<file path="config.mk">
export PLATFORM = sky130hd
export DESIGN_NAME = or1200_checker_alarm
export DESIGN_NICKNAME = d
export VERILOG_FILES = /design/src/rtl/or1200_checker_pkg.sv /design/src/rtl/or1200_checker_satcnt.sv /design/src/rtl/or1200_checker_alarm.sv
export SDC_FILE = /design/constraint.sdc
export NUM_CORES = 1
export LEC_CHECK = 0
export ABC_AREA = 0
export CAP_MARGIN = 25
export CORE_MARGIN = 2
export CORE_UTILIZATION = 25
export CTS_CLUSTER_DIAMETER = 100
export CTS_CLUSTER_SIZE = 14
export DETAILED_ROUTE_END_ITERATION = 6
export PLACE_DENSITY = 0.49
export SETUP_SLACK_MARGIN = 0.4
export SYNTH_ARGS = -nofsm -noshare
export SYNTH_HDL_FRONTEND = slang
export SYNTH_SLANG_ARGS = --single-unit
</file>
<file path="constraint.sdc">
create_clock -name clk_i -period 4.95 [get_ports clk_i]
set_clock_uncertainty 0.2 [all_clocks]
set_input_delay 0.99 -clock clk_i [delete_from_list [all_inputs] [get_ports clk_i]]
set_output_delay 0.99 -clock clk_i [all_outputs]
set_load 0.005 [all_outputs]
</file>
<file path="src/rtl/or1200_checker_pkg.sv">
// Shared definitions for the OR1200 privilege-checker alarm block:
// FSM encoding, cause-vector bit positions and parameter defaults.
package or1200_checker_pkg;

    typedef enum logic [1:0] {
        StIdle  = 2'd0,
        StPend  = 2'd1,
        StAlarm = 2'd2
    } state_e;

    localparam int unsigned CauseImmu = 0;
    localparam int unsigned CauseDmmu = 1;
    localparam int unsigned CauseSupv = 2;
    localparam int unsigned CauseW    = 3;

    localparam int unsigned DefThresh = 2;
    localparam int unsigned DefWindow = 16;
    localparam int unsigned EpCntW    = 8;
    localparam int unsigned TotalW    = 16;

endpackage

</file>
<file path="src/rtl/or1200_checker_satcnt.sv">
// Saturating up-counter with synchronous clear; clear wins over increment.
module or1200_checker_satcnt #(
    parameter int unsigned Width = 8
) (
    input  logic             clk_i,
    input  logic             rst_ni,
    input  logic             clr_i,
    input  logic             inc_i,
    output logic [Width-1:0] cnt_o
);

    logic [Width-1:0] cnt_q, cnt_d;

    always_comb begin
        cnt_d = cnt_q;
        if (clr_i) begin
            cnt_d = '0;
        end else if (inc_i && (cnt_q != {Width{1'b1}})) begin
            cnt_d = cnt_q + Width'(1);
        end
    end

    always_ff @(posedge clk_i or negedge rst_ni) begin
        if (!rst_ni) begin
            cnt_q <= '0;
        end else begin
            cnt_q <= cnt_d;
        end
    end

    assign cnt_o = cnt_q;

endmodule

</file>
<file path="src/rtl/or1200_checker_alarm.sv">
// Windowed violation counter for MMU privilege checks: raises a sticky alarm
// once THRESH violating cycles land within WINDOW cycles of the first one.
module or1200_checker_alarm
    import or1200_checker_pkg::*;
#(
    parameter int unsigned THRESH = DefThresh,
    parameter int unsigned WINDOW = DefWindow
) (
    input  logic              clk_i,
    input  logic              rst_ni,
    input  logic              chk_en_i,
    input  logic              immu_fault_ok_i,
    input  logic              dmmu_fault_ok_i,
    input  logic              supv_consistent_i,
    input  logic [3:0]        icpu_tag_i,
    input  logic [3:0]        dcpu_tag_i,
    input  logic              clr_req_i,
    output logic              alarm_o,
    output logic              alarm_irq_o,
    output logic              clr_ack_o,
    output logic [CauseW-1:0] first_cause_o,
    output logic [CauseW-1:0] sticky_cause_o,
    output logic [3:0]        first_itag_o,
    output logic [3:0]        first_dtag_o,
    output logic [TotalW-1:0] viol_total_o
);

    localparam logic [EpCntW-1:0] WinInit = EpCntW'(WINDOW - 1);
    localparam logic [EpCntW-1:0] HitLast = EpCntW'(THRESH - 1);

    state_e              state_q;
    logic [EpCntW-1:0]   win_cnt_q;
    logic [EpCntW-1:0]   hit_cnt;
    logic [CauseW-1:0]   first_cause_q, sticky_cause_q, v;
    logic [3:0]          first_itag_q, first_dtag_q;
    logic                alarm_q, alarm_irq_q, clr_ack_q;
    logic                viol, thresh_hit, win_expire, clr_accept, hit_clr, hit_inc;

    always_comb begin
        v            = '0;
        v[CauseImmu] = chk_en_i & ~immu_fault_ok_i;
        v[CauseDmmu] = chk_en_i & ~dmmu_fault_ok_i;
        v[CauseSupv] = chk_en_i & ~supv_consistent_i;
    end

    assign viol       = |v;
    assign thresh_hit = (state_q == StPend) && viol && (hit_cnt == HitLast);
    assign win_expire = (state_q == StPend) && (win_cnt_q == '0) && !thresh_hit;
    assign clr_accept = (state_q == StAlarm) && clr_req_i && !viol;
    assign hit_clr    = win_expire || clr_accept;
    // hit_cnt is always zero in IDLE, so an increment there loads the first hit.
    assign hit_inc    = viol && ((state_q == StIdle) || (state_q == StPend));

    or1200_checker_satcnt #(
        .Width (EpCntW)
    ) u_hit_cnt (
        .clk_i  (clk_i),
        .rst_ni (rst_ni),
        .clr_i  (hit_clr),
        .inc_i  (hit_inc),
        .cnt_o  (hit_cnt)
    );

    or1200_checker_satcnt #(
        .Width (TotalW)
    ) u_viol_total (
        .clk_i  (clk_i),
        .rst_ni (rst_ni),
        .clr_i  (1'b0),
        .inc_i  (viol),
        .cnt_o  (viol_total_o)
    );

    always_ff @(posedge clk_i or negedge rst_ni) begin
        if (!rst_ni) begin
            state_q        <= StIdle;
            win_cnt_q      <= '0;
            first_cause_q  <= '0;
            sticky_cause_q <= '0;
            first_itag_q   <= '0;
            first_dtag_q   <= '0;
            alarm_q        <= 1'b0;
            alarm_irq_q    <= 1'b0;
            clr_ack_q      <= 1'b0;
        end else begin
            alarm_irq_q <= 1'b0;
            clr_ack_q   <= 1'b0;
            unique case (state_q)
                StIdle: begin
                    if (viol) begin
                        win_cnt_q      <= WinInit;
                        first_cause_q  <= v;
                        sticky_cause_q <= v;
                        first_itag_q   <= icpu_tag_i;
                        first_dtag_q   <= dcpu_tag_i;
                        if (THRESH == 1) begin
                            state_q     <= StAlarm;
                            alarm_q     <= 1'b1;
                            alarm_irq_q <= 1'b1;
                        end else begin
                            state_q <= StPend;
                        end
                    end
                end
                StPend: begin
                    if (thresh_hit) begin
                        state_q        <= StAlarm;
                        alarm_q        <= 1'b1;
                        alarm_irq_q    <= 1'b1;
                        sticky_cause_q <= sticky_cause_q | v;
                    end else if (win_expire) begin
                        state_q        <= StIdle;
                        first_cause_q  <= '0;
                        sticky_cause_q <= '0;
                        first_itag_q   <= '0;
                        first_dtag_q   <= '0;
                    end else begin
                        win_cnt_q      <= win_cnt_q - EpCntW'(1);
                        sticky_cause_q <= sticky_cause_q | v;
                    end
                end
                StAlarm: begin
                    if (clr_accept) begin
                        state_q        <= StIdle;
                        alarm_q        <= 1'b0;
                        clr_ack_q      <= 1'b1;
                        win_cnt_q      <= '0;
                        first_cause_q  <= '0;
                        sticky_cause_q <= '0;
                        first_itag_q   <= '0;
                        first_dtag_q   <= '0;
                    end else begin
                        sticky_cause_q <= sticky_cause_q | v;
                    end
                end
                default: state_q <= StIdle;
            endcase
        end
    end

    assign alarm_o        = alarm_q;
    assign alarm_irq_o    = alarm_irq_q;
    assign clr_ack_o      = clr_ack_q;
    assign first_cause_o  = first_cause_q;
    assign sticky_cause_o = sticky_cause_q;
    assign first_itag_o   = first_itag_q;
    assign first_dtag_o   = first_dtag_q;

endmodule
</file>
# After elaboration in Yosys (flattened, before gate mapping)
# Index checks and enable logic that the tools add are counted.
word_totals:
  output_inout_bits: 33
  ff_bits: 51
  input_bits: 15
op_classes:
  n_eq_ne: 12
  reduce_logical: 24
  muxes: 35
  addsub: 3
  bitwise: 7
op_table:
  columns: ["op", "n"]
  rows:
  - ["8-bit two-way mux", 6]
  - ["4-bit one-hot mux with 3 select lines", 2]
  - ["8-bit one-hot mux with 3 select lines", 1]
  - ["3-bit two-way mux", 7]
  - ["4-bit two-way mux", 5]
  - ["3-bit one-hot mux with 3 select lines", 2]
  - ["16-bit by 1-bit adder with 16-bit output, second input constant", 1]
  - ["16-bit != test, second input constant", 1]
  - ["2-bit != test, second input constant", 5]
  - ["5-bit AND reduction", 2]
  - ["1-bit logical AND", 9]
  - ["8-bit by 1-bit adder with 8-bit output, second input constant", 1]
  - ["8-bit by 1-bit equality test with 1-bit output, second input constant", 1]
  - ["8-bit logical NOT", 1]
  - ["2-bit two-way mux", 4]
  - ["8-bit != test, second input constant", 1]
  - ["8-bit by 1-bit subtractor with 8-bit output, second input constant", 1]
  - ["1-bit two-way mux", 6]
  - ["2-bit one-hot mux with 3 select lines", 1]
  - ["3-bit AND reduction", 2]
  - ["2-bit nonzero test", 2]
  - ["1-bit bitwise AND", 3]
  - ["3-bit != test, second input constant", 1]
  - ["1-bit NOT", 3]
  - ["other kinds (11)", 13]

# Longest topological paths before layout
# Gate-level depths: netlist of the first run.
depth:
  depth_word: 10
  mapped_depth: 9

# Modules after synthesis
# From an unflattened synthesis of the first run, not the netlist that was laid out.
unflattened:
  cells_unflattened: 302
  area_unflattened_um2: 2996.6
modules_own_cells:
  columns: ["module", "cells_each", "instances", "seq_area_each_um2", "area_each_um2"]
  rows:
  - ["or1200_checker_alarm", 155, 1, 675.6, 1590.3]
  - ["or1200_checker_satcnt at u_viol_total", 98, 1, 400.4, 942.2]
  - ["or1200_checker_satcnt at u_hit_cnt", 49, 1, 200.2, 464.2]

# Worst setup path after synthesis of the first run
# OpenSTA, ideal clock, no wires.
synth_timing:
  path_type: "input-to-reg"
  from: "input port supv_consistent_i"
  to: "register first_cause_q[0], in the netlist first_cause_o[0]"
  cell_stages: 6
  setup_slack_ns: 2.595
  t_arrival_ns: 2.030
  path_buffers: 1
  t_required_ns: 4.625
  path_cell_list: "nand3_4 -> a21bo_2 -> nand4b_4 -> nand2b_4 -> buf_12 -> mux2_4"
synth_between:
  elab_chain_len: 9
synth_rtl:
  columns: ["item", "line_no", "rtl"]
  rows:
  - ["start, declared", "or1200_checker_alarm.sv:14", "input logic supv_consistent_i,"]
  - ["1-bit NOT *", "or1200_checker_alarm.sv:43", "v[CauseSupv] = chk_en_i & ~supv_consistent_i;"]
  - ["1-bit bitwise AND *", "or1200_checker_alarm.sv:43", null]
  - ["3-bit OR reduction *", "or1200_checker_alarm.sv:46", "assign viol = |v;"]
  - ["1-bit logical AND (2 in a row)", "or1200_checker_alarm.sv:47", "assign thresh_hit = (state_q == StPend) && viol && (hit_cnt == HitLast);"]
  - ["1-bit logical NOT", "or1200_checker_alarm.sv:48", "assign win_expire = (state_q == StPend) && (win_cnt_q == '0) && !thresh_hit;"]
  - ["1-bit logical AND", "or1200_checker_alarm.sv:48", null]
  - ["2-bit != test (no source line)", null, null]
  - ["5-bit AND reduction (no source line) *", null, null]
  - ["end signal, assigned", "or1200_checker_alarm.sv:92", "first_cause_q <= v;"]
  - ["end, declared", "or1200_checker_alarm.sv:34", "logic [CauseW-1:0] first_cause_q, sticky_cause_q, v;"]
# Every way passes the cells marked *; elsewhere a longest branch is shown, timed or not.
# A chain may end at the register's enable or synchronous reset.

# Final worst setup path of the first run
layout_timing:
  from: "input port chk_en_i"
  to: "register u_viol_total.cnt_q[14], in the netlist u_viol_total.cnt_o[14]"
layout_between:
  elab_chain_len: 3
layout_rtl:
  columns: ["item", "line_no", "rtl"]
  rows:
  - ["start, declared", "or1200_checker_alarm.sv:11", "input logic chk_en_i,"]
  - ["1-bit bitwise AND, on equally long branches", "or1200_checker_alarm.sv:41, or1200_checker_alarm.sv:42, or1200_checker_alarm.sv:43", null]
  - ["3-bit OR reduction *", "or1200_checker_alarm.sv:46", null]
  - ["1-bit logical AND *", "or1200_checker_satcnt.sv:18", "end else if (inc_i && (cnt_q != {Width{1'b1}})) begin"]
  - ["end signal, assigned", "or1200_checker_satcnt.sv:27", "cnt_q <= cnt_d;"]
  - ["end, declared", "or1200_checker_satcnt.sv:12", "logic [Width-1:0] cnt_q, cnt_d;"]
# Marked as above.

==> results of run 1 <==
==> metal layers <==
metal,up-vias,GRT usage
met5,-,0
met4,0,0.0150
met2,44,0.164
met3,2,0.0252
li1,1048,-
met1,1019,0.151
==> flip-flops by register name, indices dropped and copies added (netlist names) <==
name                flops
u_viol_total.cnt_o     16
u_hit_cnt.cnt_o         8
win_cnt_q               8
first_dtag_o            4
first_itag_o            4
first_cause_o           3
sticky_cause_o          3
state_q                 2
alarm_irq_o             1
alarm_o                 1
clr_ack_o               1
==> cell usage after synthesis, types with 2 or more instances <==
| cell type | number |
|---|---|
| o22a_1 | 2 |
| a21oi_1 | 6 |
| mux2_2 | 3 |
| o21ai_0 | 14 |
| nor2b_1 | 3 |
| nor4_1 | 2 |
| nor3_1 | 8 |
| and3_1 | 6 |
| xnor2_1 | 9 |
| nand2_2 | 2 |
| nand2_1 | 11 |
| a31oi_1 | 2 |
| mux2_4 | 10 |
| nand4_1 | 4 |
| nand3_1 | 18 |
| and2b_1 | 7 |
| nor4b_4 | 2 |
| a211oi_1 | 3 |
| o22ai_1 | 3 |
| dfrtp_1 | 51 |
| a21o_1 | 4 |
| inv_1 | 11 |
| nand2b_1 | 4 |
| and4_1 | 2 |
| buf_6 | 2 |
| nor2_1 | 29 |
| a41oi_1 | 4 |
| buf_2 | 2 |
| ha_1 | 9 |
| xor2_1 | 9 |
==> power by group through the flow <==
stage | Clock [mW] | Sequential (mW) | Combinational [mW]
5_1_grt | 0.414 | 0.755 | 0.976
2_1_floorplan | 0 | 0.697 | 0.627
3_5_place_dp | 0 | 0.734 | 0.884
6_report | 0.384 | 0.728 | 0.875
3_3_place_gp | 0 | 0.734 | 0.871
4_1_cts | 0.400 | 0.730 | 0.889
==> worst paths after layout <==
check	to	slack, ns	depth (start not counted)
max	u_viol_total.cnt_o[14]$_DFFE_PN0P_	1.97	5
min	win_cnt_q[7]$_DFFE_PN0P_	0.28	1
max reg2reg	first_dtag_o[3]$_DFFE_PN0P_	2.18	7
min reg2reg	win_cnt_q[7]$_DFFE_PN0P_	0.28	1
max in group asynchronous	u_hit_cnt.cnt_o[3]$_DFFE_PN0P_	3.48	2
min in group asynchronous	win_cnt_q[2]$_DFFE_PN0P_	0.62	2
==> kinds of logic (layout without fill, tap and decap cells) <==
logic type / count (synthesis) / count (layout) / synth area share
AOI/OAI and AO/OA: 47 / 47 / 0.113
xor gates and xnor gates: 18 / 18 / 0.0553
adders and majority gates: 9 / 9 / 0.0395
buffers and inverters: 19 / 66 / 0.0386
DFF: 51 / 51 / 0.448
muxes: 14 / 14 / 0.0681
and+or+nand+nor: 108 / 108 / 0.238
==> final cells by class <==
class	instances	area [sq um]	share of cell area
Clock buffer	5	125	0.0348
Clock inverter	2	37.5	0.0105
Inverter	11	41.3	0.0115
Multi-Input combinational cell	196	1460	0.407
Sequential cell	51	1280	0.355
Tap cell	140	175	0.0488
Timing Repair Buffer	48	473	0.132
==> per-stage QoR <==
step / cells / hold slack [ns] / cell area (sq um) / setup WS, ns / utilization
floorplan: 266 / 0.255 / 2850 / 2.59 / -
global placement: 446 / 0.269 / 3430 / 1.71 / 0.312
detailed placement: 446 / 0.269 / 3430 / 1.64 / 0.312
CTS: 453 / 0.281 / 3590 / 1.94 / 0.327
global route: 453 / 0.296 / 3590 / 1.76 / 0.327
finish: 453 / 0.283 / 3590 / 1.97 / 0.327
==> results.cfg, run 1 <==
[routing]
dr_wl_met2_mm = 2.78
highest_layer = met4
via_per_inst = 4.66
wl_met1_mm = 3.27
drc_errors = 0
postRouteAntennaNets = 0
drt_first_pass_iters = 4
route.met3.wl_um = 246
wl_mm = 6.31
wl_per_cell_um = 13.9
vias = 2113
drtIter0Drc = 51

[floorplanning]
placement_rows = 38
die_w_um = 111
die_h_um = 111
coreArea_sq_um = 11000
start_util = 0.259
dieArea_sq_um = 12300
num_io_pins = 48

[sta]
fmaxAchievable_ghz = 0.336
grt_setup_unrepaired = false
worst_slew_pin_slew_ns = 0.669
slew_headroom = 0.554
fin_crit_sh = 0.602
min_period_ns = 2.98
setup_viol = 0
setup_tns_ns = 0
hold_viol = 0
drv_slew = 0

[power_and_ir_drop]
power_mw = 1.99
ir_drop_uv = 231
leakage_nw = 1.56
p_sw_frac = 0.352
power_frac_comb = 0.440
cellPowerDensity_nw_per_um2 = 553
pwr-share-clk = 0.193
power_frac_seq = 0.366
p_sw_uw = 699
internal-power_mw = 1.29

[layout]
drive_above_1_share = 0.115
final_common_cell = dfrtp_1
layout_common_cells = dfrtp_1, clkdlybuf4s50_1, nor2_1, nand3_1, o21ai_0
fillerInstances = 1126
area_delta_synth_final_pct = 26.0
antenna_cells = 0
final_nets = 337

[logic_synthesis]
syn_inst = 266
synth_warnings = 0
syn_nets = 290
ys_seq_area_frac = 0.448
ys.flop_type = dfrtp_1
synth.distinct_cells = 54
synth_area_sq_um = 2850
yosysTopAreaCell = dfrtp_1
ys_ff_latch = 51
synth-async-reset-ratio = 1.00
synth_edf_count = 0
synth_area_leaders = dfrtp_1, mux2_4, ha_1
netlist.area_leader.share = 0.448
avgSynthCellArea_sq_um = 10.7

[place]
routabilityCongestion = 0.728
port-buffer-count = 47
place_hpwl_mm = 4.39

[hold_path]
hold_start = win_cnt_q[7]$_DFFE_PN0P_
min-delay-path-class = reg2reg

[grt]
grt.total_usage = 0.105
grt_max_degree = 52
grt_pass1_wl_mm = 10.9
antenna_found_initial = 0
grt_pass1_vias = 2189
overflow = 0

[clocking]
clock_path_buffers = 2
postCtsSetupRepairBufs = 0
clk_latency_ns = 0.29
clk_pin_slew_worst_paths_ns = 0.07
cts_made_buffers = 5
clock_sink_count = 51
cts_resized = 0
ctsHoldBuffers = 0
root_buffer = clkbuf_16
cts_tree = done
cts_max_level = 2

[critical_path]
cp-start-kind = input port
path_class = in2reg
path_buf_inv = 1
cp_cell_sequence = clkdlybuf4s50_1, nand2_1, nor4_1, nand3_1, xnor2_1
critical-path-top-delay-family = simple AND/OR/NAND/NOR gates
timing.rr.start = state_q[1]$_DFFE_PN0P_
startpoint = chk_en_i
critPathMaxFanout = 12
critPathArrivalTime_ns = 2.96
worstPathRequired_ns = 4.93
cp_slowest_cell = clkdlybuf4s50_1
cp-end-kind = flop
slowest_delay_ns = 0.80

[job]
maxCapViolations = 0

[outcome]
status = finished, final reports clean
(Power assumes the default switching activity.)
==> run 2, diff against run 1 <==
--- a/config.mk
+++ b/config.mk
@@ -12,7 +12,7 @@
 export CTS_CLUSTER_DIAMETER = 100
 export CTS_CLUSTER_SIZE = 14
 export DETAILED_ROUTE_END_ITERATION = 6
-export PLACE_DENSITY = 0.49
+export PLACE_DENSITY = 0.5
 export SETUP_SLACK_MARGIN = 0.4
 export SYNTH_ARGS = -nofsm -noshare
 export SYNTH_HDL_FRONTEND = slang
==> constraint.sdc (replaced) <==
create_clock -name clk_i -period 2.5 [get_ports clk_i]
set_clock_uncertainty 0.2 [all_clocks]
set_input_delay 0.5 -clock clk_i [delete_from_list [all_inputs] [get_ports clk_i]]
set_output_delay 0.5 -clock clk_i [all_outputs]
set_load 0.005 [all_outputs]
==> run 2 against run 1 <==
  * Critical path depth rose by 3
  * Highest routed layer unchanged
  * Largest power group unchanged
  * Hold slack worse by 0.28 ns
  * Flip-flop and latch count stayed put
  * Combinational power up 130%
  * Register-to-register slack lost 1.7 ns
  * Routed wire length up 4.6%
  * Utilization is 2.8 points higher
  * Clock-buffer cell count increased by 1
==> results.cfg, run 2 (synthesized netlist as in run 1, its figures left out) <==
[outcome]
status = finished, final reports clean

[critical_path]
cp-end-kind = flop
cp_slowest_cell = dfrtp_1
worstPathRequired_ns = 2.47
critPathArrivalTime_ns = 1.99
cp_cell_sequence = inv_2, ha_4, buf_4, and4bb_1, nand2_2, nand2_2, nand2b_4, mux2_4
slowest_delay_ns = 0.39
path_class = reg2reg
crit_top_cell = nand2_2
cp-start-kind = flop
critPathMaxFanout = 6

[sta]
slew_headroom = 0.616
worst_slew_pin_slew_ns = 0.576
grt_setup_unrepaired = true
min_period_ns = 2.02
setup_tns_ns = 0
drv_slew = 0
holdWs_ns = 0.000929
fin_ws_ns = 0.476
setup_viol = 0
fin_crit_sh = 0.810
hold_viol = 0
fmaxAchievable_ghz = 0.494

[clocking]
clock_path_buffers = 2
ctsHoldBuffers = 0
clock_sink_count = 51
clk_latency_ns = 0.28
cts_made_buffers = 5
cts_max_level = 2
cts_tree = done
root_buffer = clkbuf_16
clk_pin_slew_worst_paths_ns = 0.07

[floorplanning]
placement_rows = 38
dieArea_sq_um = 12300
die_w_um = 111
start_util = 0.259
die_h_um = 111
coreArea_sq_um = 11000
num_io_pins = 48

[routing]
drtIter0Drc = 58
postRouteAntennaNets = 0
wl_mm = 6.60
drc_errors = 0
via_per_inst = 4.65
vias = 2253
wl_per_cell_um = 13.6
drt_first_pass_iters = 4

[power_and_ir_drop]
ir_drop_uv = 458
cellPowerDensity_nw_per_um2 = 1070
p_sw_mw = 1.49
leakage_nw = 1.74
power_frac_comb = 0.485
power_frac_seq = 0.345
pwr-share-clk = 0.170
p_sw_frac = 0.355
internal-power_mw = 2.70

[job]
maxCapViolations = 0

[grt]
overflow = 0
grt.total_usage = 0.112
grt_pass1_vias = 2338
antenna_found_initial = 0
grt_pass1_wl_mm = 11.5
grt_max_degree = 25

[layout]
area_delta_synth_final_pct = 36.8
layout_common_cells = dfrtp_1, clkdlybuf4s50_1, buf_4, nor2_1, nand3_1
antenna_cells = 0
final_nets = 368
largest_register_ff_count = 16
drive_above_1_share = 0.238
final_area_sq_um = 3900
fillerInstances = 1132
final_common_cell = dfrtp_1

[place]
placed_area_sq_um = 3580
routabilityCongestion = 0.784
place_hpwl_mm = 4.86
pre_cts_slack_ns = 0.0288
port-buffer-count = 47

[hold_path]
min-delay-path-class = in2async
-- run 2: power by group through the flow --
stage	sequential, mW	combinational (mW)	clock [mW]
global placement	1.45	1.80	0
detailed placement	1.45	1.83	0
global route	1.50	2.25	0.763
floorplan	1.38	1.26	0
CTS	1.43	1.92	0.743
finish	1.45	2.03	0.710
-- run 2: cell type report --
| class | count | area (sq um) | area share |
|---|---|---|---|
| clock inverter | 2 | 13.8 | 0.00353 |
| timing repair buffer | 78 | 708 | 0.182 |
| tap | 140 | 175 | 0.0449 |
| inverter | 11 | 41.3 | 0.0106 |
| sequential | 51 | 1280 | 0.328 |
| clock buffer | 6 | 139 | 0.0356 |
| multi-input combinational | 197 | 1540 | 0.395 |
-- run 2: repair_timing --
| item | in CTS | in global routing |
|---|---|---|
| setup endpoints to repair | 19 | 23 |
| resized for setup | 10 | 18 |
| setup buffers | 6 | 5 |
| gates cloned | 1 | 0 |
| pin swaps | 2 | 2 |
-- run 2: metal layers --
layer | part of all wire | GRT usage | wire, um
met5 | 0 | 0 | 0
met3 | 0.029 | 0.0230 | 191
met1 | 0.47 | 0.142 | 3070
met2 | 0.50 | 0.197 | 3310
met4 | 0.0044 | 0.0225 | 29
-- run 2: final timing paths --
check                                                       start  slack [ns]  cells after the start                                end
worst max-delay path                       state_q[1]$_DFFE_PN0P_        0.48                      8       first_cause_o[1]$_DFFE_PN0P_
worst min-delay path                                       rst_ni      0.0009                      1        first_itag_o[2]$_DFFE_PN0P_
worst max register to register             state_q[1]$_DFFE_PN0P_        0.48                      8       first_cause_o[1]$_DFFE_PN0P_
worst min register to register  u_viol_total.cnt_o[4]$_DFFE_PN0P_        0.29                      1  u_viol_total.cnt_o[4]$_DFFE_PN0P_
max in group asynchronous                                  rst_ni        1.44                      2     u_hit_cnt.cnt_o[0]$_DFFE_PN0P_
min in group clk_i              u_viol_total.cnt_o[4]$_DFFE_PN0P_        0.29                      1  u_viol_total.cnt_o[4]$_DFFE_PN0P_
-- run 2: critical path: cells and delay by family (launching register included) --
family,cells,cell delay [ns]
AND/OR/NAND/NOR,4,0.67
flip-flops,1,0.39
multiplexers,1,0.31
buffers and inverters,2,0.20
adder cells (fa/ha/maj),1,0.15
-- run 2: stage by stage --
stage / util / power [mW] / std cells
6_report: 0.355 / 4.19 / 485
5_1_grt: 0.355 / 4.51 / 485
4_1_cts: 0.346 / 4.10 / 480
3_5_place_dp: 0.326 / 3.28 / 465
3_3_place_gp: 0.326 / 3.25 / 465
2_1_floorplan: - / 2.64 / 266
==> run 3, diff against run 2 <==
--- a/config.mk
+++ b/config.mk
@@ -12,7 +12,7 @@
 export CTS_CLUSTER_DIAMETER = 100
 export CTS_CLUSTER_SIZE = 14
 export DETAILED_ROUTE_END_ITERATION = 6
-export PLACE_DENSITY = 0.5
+export PLACE_DENSITY = 0.49
 export SETUP_SLACK_MARGIN = 0.4
 export SYNTH_ARGS = -nofsm -noshare
 export SYNTH_HDL_FRONTEND = slang
==> constraint.sdc (replaced) <==
create_clock -name clk_i -period 2 [get_ports clk_i]
set_clock_uncertainty 0.2 [all_clocks]
set_input_delay 0.4 -clock clk_i [delete_from_list [all_inputs] [get_ports clk_i]]
set_output_delay 0.4 -clock clk_i [all_outputs]
set_load 0.005 [all_outputs]
==> run 3 against run 2 <==
  * The run now ends with setup timing left
  * Sequential power up 13%
  * Combinational power up 86%
  * Worst setup slack worse by 0.53 ns
  * Fmax down 1.4%
  * Largest cell class unchanged
==> results.cfg, run 3 (synthesized netlist as in run 1, its figures left out) <==
[critical_path]
cp-start-kind = flop
critical-path-top-delay-family = simple AND/OR/NAND/NOR gates
cp-end-kind = flop
slowest_delay_ns = 0.43
path_class = reg2reg
cp_cell_sequence = buf_6, inv_4, ha_4, buf_6, o211ai_1, buf_4, or4_4, xor2_1, nor2_1
cp_slowest_cell = dfrtp_1
path_buf_inv = 4
worstPathRequired_ns = 1.98
critPathArrivalTime_ns = 2.03
critPathMaxFanout = 3
crit_top_cell = buf_6

[clocking]
clk_pin_slew_worst_paths_ns = 0.07
cts_made_buffers = 5
cts_tree = done
clock_sink_count = 51
clk_latency_ns = 0.29
clock_path_buffers = 2
root_buffer = clkbuf_16
cts_max_level = 2

[layout]
largest_register_ff_count = 16
stdcell_count = 567
seq_area_sq_um = 1280
fillerInstances = 1010
drive_above_1_share = 0.496
final_common_cell = buf_4
final_nets = 450
multi_input_area_sq_um = 1860
area_delta_synth_final_pct = 72.8
layout_common_cells = buf_4, dfrtp_1, buf_6, dlygate4sd2_1, nor2_1
antenna_cells = 0

[place]
place_hpwl_mm = 5.18
routabilityCongestion = 0.825
place_inst = 497
port-buffer-count = 47

[power_and_ir_drop]
power_frac_comb = 0.599
p_sw_frac = 0.357
p_sw_mw = 2.25
pwr-share-clk = 0.142
internal-power_mw = 4.05
leakage_nw = 2.32
cellPowerDensity_nw_per_um2 = 1280
power_frac_seq = 0.260
ir_drop_uv = 533

[outcome]
status = finished with violations
violations = setup timing

[floorplanning]
coreArea_sq_um = 11000
die_w_um = 111
start_util = 0.259
placement_rows = 38
die_h_um = 111
num_io_pins = 48
dieArea_sq_um = 12300

[sta]
fin_ws_ns = -0.0533
drv_slew = 0
worst_slew_pin_slew_ns = 0.422
slew_headroom = 0.719
hold_viol = 0
fmaxAchievable_ghz = 0.487
grt_setup_unrepaired = true
fin_crit_sh = 1.03
setup_viol = 9
holdWs_ns = 0.305
min_period_ns = 2.05

[grt]
grt.total_usage = 0.127
grt_max_degree = 36
grt_pass1_wl_mm = 13.1
overflow = 0
grt_pass1_vias = 2770
antenna_found_initial = 0

[routing]
via_per_inst = 4.67
vias = 2650
drc_errors = 0
postRouteAntennaNets = 0
wl_mm = 7.85
wl_per_cell_um = 13.8
drtIter0Drc = 55
drt_first_pass_iters = 4

[job]
maxCapViolations = 0

[hold_path]
min-delay-path-class = reg2reg
==> run 3: changes by cell type in the layout (fill, tap and decap cells not counted), moves of 5 or more <==
| cell | previous run | this run |
|---|---|---|
| and3_1 | 6 | 1 |
| and3_4 | 0 | 6 |
| buf_4 | 29 | 81 |
| buf_6 | 1 | 31 |
| clkdlybuf4s50_1 | 41 | 8 |
| dlygate4sd2_1 | 5 | 28 |
| nand3_1 | 18 | 11 |
| nand3_2 | 1 | 7 |
| nor2_1 | 28 | 22 |
| o21ai_0 | 11 | 1 |
| o21ai_1 | 2 | 9 |
==> run 3: what timing repair did <==
action                                  in CTS  in global routing
hold buffers                                 1                  0
hold endpoints to repair                    16                  0
resized for setup                          133                 40
endpoints found under the setup margin      84                 56
setup buffers                               44                 16
pin swaps                                   33                 25
gates cloned                                 1                  0
==> run 3: path summary, 6_finish.rpt <==
check	start	endpoint	slack, ns	cells after the start
setup / recovery	state_q[0]$_DFFE_PN0P_	u_hit_cnt.cnt_o[7]$_DFFE_PN0P_	-0.05	9
min in group asynchronous	rst_ni	first_itag_o[2]$_DFFE_PN0P_	0.38	2
setup reg to reg	state_q[0]$_DFFE_PN0P_	u_hit_cnt.cnt_o[7]$_DFFE_PN0P_	-0.05	9
hold reg to reg	u_viol_total.cnt_o[15]$_DFFE_PN0P_	u_viol_total.cnt_o[15]$_DFFE_PN0P_	0.30	1
max in group asynchronous	rst_ni	u_viol_total.cnt_o[0]$_DFFE_PN0P_	0.67	3
hold / removal	u_viol_total.cnt_o[15]$_DFFE_PN0P_	u_viol_total.cnt_o[15]$_DFFE_PN0P_	0.30	1
==> run 3: power groups by stage <==
stage | Sequential (mW) | Clock (mW) | Combinational, mW
finish | 1.64 | 0.892 | 3.77
global route | 1.69 | 0.968 | 4.11
CTS | 1.64 | 0.929 | 3.48
detailed placement | 1.72 | 0 | 2.79
global placement | 1.71 | 0 | 2.76
floorplan | 1.73 | 0 | 1.63
==> run 3: routing by layer <==
metal | share of wire | up-vias | GRT usage | wire [um]
li1 | - | 1282 | - | -
met1 | 0.45 | 1328 | 0.156 | 3550
met2 | 0.52 | 34 | 0.236 | 4050
met3 | 0.027 | 6 | 0.0235 | 212
met4 | 0.0055 | 0 | 0.0175 | 43
met5 | 0 | - | 0 | 0
==> run 3: cell type report <==
type | instances | share of cell area
Tap cell | 140 | 0.0356
Timing Repair Buffer | 160 | 0.286
Clock buffer | 6 | 0.0282
Clock inverter | 2 | 0.00330
Multi-Input combinational cell | 197 | 0.378
Inverter | 11 | 0.00890
Sequential cell | 51 | 0.260
==> run 3: metrics by stage <==
stage | area, sq um | setup TNS (ns) | setup slack, ns | power, mW | util
floorplan | 2920 | -1.48 | -0.144 | 3.36 | -
global placement | 3880 | -11.28 | -0.332 | 4.47 | 0.353
detailed placement | 3880 | -12.11 | -0.354 | 4.51 | 0.353
CTS | 4650 | -0.730 | -0.0661 | 6.05 | 0.423
global route | 4920 | -2.63 | -0.140 | 6.77 | 0.448
finish | 4920 | -0.201 | -0.0533 | 6.30 | 0.448
